<file path="src/rtl/up_counter_mod.sv">
// Modulo-MODULUS up counter with enable, sync clear, checked parallel load,
// combinational terminal-count carry for cascading, and a sticky wrap flag.
module up_counter_mod #(
  parameter int WIDTH   = 4,
  parameter int MODULUS = 16
) (
  input  logic             clk,
  input  logic             reset,
  input  logic             en,
  input  logic             clr,
  input  logic             load,
  input  logic [WIDTH-1:0] d,
  output logic [WIDTH-1:0] q,
  output logic             tc,
  output logic             ovf,
  output logic             load_err
);

  generate
    if (MODULUS < 2 || MODULUS > (1 << WIDTH)) begin : g_cfg_err
      $error("up_counter_mod: MODULUS=%0d outside 2..2**WIDTH (WIDTH=%0d)", MODULUS, WIDTH);
    end
  endgenerate

  // MOD_EXT is one bit wider so MODULUS = 2**WIDTH stays representable.
  localparam logic [WIDTH-1:0] MAX_CNT = WIDTH'(MODULUS - 1);
  localparam logic [WIDTH:0]   MOD_EXT = (WIDTH + 1)'(MODULUS);

  logic [WIDTH-1:0] count_q, count_d;
  logic             ovf_q, ovf_d;
  logic             load_err_q, load_err_d;
  logic             at_max;
  logic             d_legal;

  assign at_max  = (count_q == MAX_CNT);
  assign d_legal = ({1'b0, d} < MOD_EXT);

  always_comb begin
    count_d    = count_q;
    ovf_d      = ovf_q;
    load_err_d = 1'b0;
    if (clr) begin
      count_d = '0;
      ovf_d   = 1'b0;
    end else if (load) begin
      // An illegal value is rejected outright (no clamp) and still blocks counting.
      if (d_legal) count_d = d;
      else         load_err_d = 1'b1;
    end else if (en) begin
      if (at_max) begin
        count_d = '0;
        ovf_d   = 1'b1;
      end else begin
        count_d = count_q + WIDTH'(1);
      end
    end
  end

  always_ff @(posedge clk or posedge reset) begin
    if (reset) begin
      count_q    <= '0;
      ovf_q      <= 1'b0;
      load_err_q <= 1'b0;
    end else begin
      count_q    <= count_d;
      ovf_q      <= ovf_d;
      load_err_q <= load_err_d;
    end
  end

  assign q        = count_q;
  assign ovf      = ovf_q;
  assign load_err = load_err_q;
  assign tc       = en & ~clr & ~load & at_max;

endmodule

</file>
<file path="config.mk">
export PLATFORM = sky130hd
export DESIGN_NAME = up_counter_mod
export DESIGN_NICKNAME = d
export VERILOG_FILES = /design/src/rtl/up_counter_mod.sv
export SDC_FILE = /design/constraint.sdc
export NUM_CORES = 1
export LEC_CHECK = 0
export ABC_AREA = 1
export CAP_MARGIN = 10
export CORE_MARGIN = 2
export CORE_UTILIZATION = 25
export CTS_CLUSTER_SIZE = 28
export DETAILED_ROUTE_END_ITERATION = 12
export MAX_ROUTING_LAYER = met4
export PLACE_DENSITY_LB_ADDON = 0.05
export SYNTH_ARGS = -nofsm -noshare
export SYNTH_HDL_FRONTEND = slang
export SYNTH_SLANG_ARGS = --single-unit
</file>
<file path="constraint.sdc">
create_clock -name clk -period 1.15 [get_ports clk]
set_input_delay 0.1725 -clock clk [delete_from_list [all_inputs] [get_ports clk]]
set_output_delay 0.1725 -clock clk [all_outputs]
set_load 0.02 [all_outputs]
</file>
==> results.json <==
{
  "result_of_the_run": "finished, violations left",
  "failed_checks": "setup timing",
  "grt_pass1_vias": 334,
  "die_h_um": 42.7,
  "drt_iter0_drc": 2,
  "power.share.sequential_pct": 33.4,
  "grt_antenna_before_repair": 0,
  "placementRows": 13,
  "finish.utilization_pct": 53.8,
  "num_antenna_cells": 0,
  "timing.critical_path.slowest_cell_delay_ns": 0.38,
  "ant_nets": 0,
  "worstRegToRegCells": 11,
  "io_pins": 16,
  "grt_setup_unrepaired": "yes",
  "hold_path.class": "primary input to async pin",
  "crit_top_cell": "nor2_4",
  "cp.depth": 6,
  "synth_compound_gate_area_share_pct": 10.7,
  "power_leakage_nw": 0.361,
  "design_area_sq_um": 726,
  "setup.worst_path.end_class": "output port",
  "grt_overflow": 0,
  "synth_warnings": 0,
  "hold_viol": 0,
  "slew_viol_final": 0,
  "most_common_cell_after_layout_fill_and_taps_aside": "nand2_1",
  "timing.fmax_mhz": 719,
  "period_minus_slack_ns": 1.39,
  "vdd.ir_drop.worst_mv": 0.370,
  "critical_path.max_fanout": 2,
  "worst_path_dominant_cell_family": "flip-flops",
  "place_area_sq_um": 604,
  "cts_root_buf": "clkbuf_4",
  "synthMuxAreaShare_pct": 2.68,
  "finalWeightedCongestion": 0.703,
  "cts_made_buffers": 3,
  "cts.path.max_buffers": 2,
  "fin_worst_skew_ns": 0.00147,
  "wl_per_cell_um": 10.1,
  "latest_clock_arrival_within_the_worst_skew_pair_ns": 0.24,
  "comb_power_share_pct": 33.5,
  "tns_ns": -0.893,
  "die-area_sq_um": 1820,
  "power-per-cell-area_nw_per_um2": 827,
  "routed-via-count": 378,
  "crit_path_start_kind": "flop",
  "required_ns": 0.98,
  "post-place-ws_ns": -0.567,
  "port-buffer-count": 14,
  "layout_common_cells": "nand2_1, buf_4, clkdlybuf4s50_1, buf_6, o21ai_2",
  "layout_worst_path_cycle_share_pct": 121,
  "drt-vias-per-instance": 4.02,
  "rrSetupSlack_ns": -0.22,
  "detail_route.drc_violations": 0,
  "synth-simple-area-share_pct": 34.1,
  "die_width_um": 42.7,
  "setup_slack_ns": -0.240,
  "timing.rr.end": "q[3]",
  "post_synth_xor_area_fraction_pct": 2.34,
  "synthAdderAreaFrac_pct": 3.34,
  "p_int_w": 0.000426,
  "worstPathCellList": "ha_4, nand3_4, nor2_4, nand2_4, nor2_4, buf_6",
  "timing.critical_path.slowest_stage_cell": "dfrtp_2",
  "crit-reg2reg-launch": "q[0]",
  "flow.area_growth_from_synthesis_pct": 94.0,
  "starting_density_of_the_core_pct": 27.7,
  "clockPowerShare_pct": 33.2,
  "post_route_cells_drive_above_1_share_pct": 54.4,
  "critical_path_arrival_ns": 1.22,
  "worst_setup_hold_path_clk_slew_ns": 0.04,
  "min_hold_slack_ns": 0.147,
  "num-nets-final": 90,
  "synth_seq_area_share_pct": 33.4,
  "p_sw_w": 0.000174,
  "grt_first_pass_wirelength_mm": 1.41,
  "grt_usage_pct": 11.0,
  "setup_violating_endpoint_count_in_the_final_report": 5,
  "detail_route.first_pass.iterations": 2,
  "post_detailed_routing_wire_length_um": 954,
  "synthesis.area_per_instance_sq_um": 7.79,
  "syn-num-nets": 58,
  "htree_num_levels": 1,
  "yosys.cell_types.count": 19,
  "cap_viol_max_count": 0,
  "synth_cells": 48,
  "critPathKind": "flop to output port",
  "synth-seq-cells": 5,
  "switching_share_of_power_pct": 29.1,
  "grt_max_degree": 7,
  "synth_area_sq_um": 374,
  "cp.buffers_inverters": 1,
  "place_hpwl_um": 721,
  "core-area_sq_um": 1350,
  "tritoncts": "yes",
  "dominant_combinational_cell_family_by_area_after_synthesis": "simple AND/OR/NAND/NOR gates",
  "tritoncts_num_sinks": 5
}
## layer usage
layer,part of all wire [%],vias up,routed length (um),GRT usage (%)
met4,0,0,0,9.38
li1,-,209,-,-
met3,4.7,0,45,2.55
met1,49,159,467,15.2
met2,46,10,441,12.7
met5,0,-,0,-
## metrics by stage
| step | instances | total power [W] |
|---|---|---|
| 2_1_floorplan | 48 | 0.000286 |
| 3_3_place_gp | 84 | 0.000376 |
| 3_5_place_dp | 84 | 0.000377 |
| 4_1_cts | 90 | 0.000589 |
| 5_1_grt | 94 | 0.000638 |
| 6_report | 94 | 0.000600 |
## how the worst max path moves through the flow
| stage | startpoint | endpoint | slack [ns] |
|---|---|---|---|
| floorplan | q[1] | tc | -0.1 |
| global placement | q[1] | tc | -0.56 |
| detailed placement | q[1] | tc | -0.57 |
| CTS | q[1] | tc | -0.29 |
| global route | q[1] | tc | -0.31 |
| finish | q[0] | tc | -0.24 |
## logic make-up (layout without fill, tap and decap cells)
group                    count (synthesis)  after routing
adder cells (fa/ha/maj)                  1              1
flip-flops                               5              5
AND/OR/NAND/NOR                         25             25
buffers and inverters                    9             40
XOR/XNOR                                 1              1
multiplexers                             1              1
other                                    1              1
AO/OA/AOI/OAI                            5              5
## Yosys cell counts, drive strengths merged
cell type / n / area [sq um]
nand2: 16 / 62.6
nor2: 5 / 33.8
dfrtp: 5 / 125
conb: 1 / 3.75
clkinv: 1 / 5.00
nand3: 3 / 25.0
o21ai: 5 / 40.0
xor2: 1 / 8.76
nand4: 1 / 6.26
mux2i: 1 / 10.0
buf: 2 / 18.8
ha: 1 / 12.5
inv: 6 / 22.5
## layout make-up
cell class | instances | area, sq um
repair buffers | 29 | 264
fillers | 131 | 624
clock buffers | 4 | 26.3
well taps | 15 | 18.8
flip-flops and latches | 5 | 128
multi-input cells | 34 | 262
inverters | 7 | 27.5
## power groups by stage
| stage | clock network, W | registers (W) | logic (W) |
|---|---|---|---|
| floorplan | 0 | 0.000222 | 0.0000639 |
| global placement | 0 | 0.000201 | 0.000176 |
| detailed placement | 0 | 0.000202 | 0.000175 |
| CTS | 0.000208 | 0.000201 | 0.000180 |
| global route | 0.000219 | 0.000201 | 0.000218 |
| finish | 0.000199 | 0.000200 | 0.000201 |
## registers in the layout, summed over array words and instances (netlist names)
| name | flops |
|---|---|
| ovf | 1 |
| q | 4 |
## what timing repair did
action | in CTS | in global routing
endpoints found under the setup margin | 8 | 7
resized for setup | 31 | 11
pin swaps | 4 | 6
hold buffers | 0 | 0
setup buffers | 2 | 7
Power figures use the tool's default switching activity.
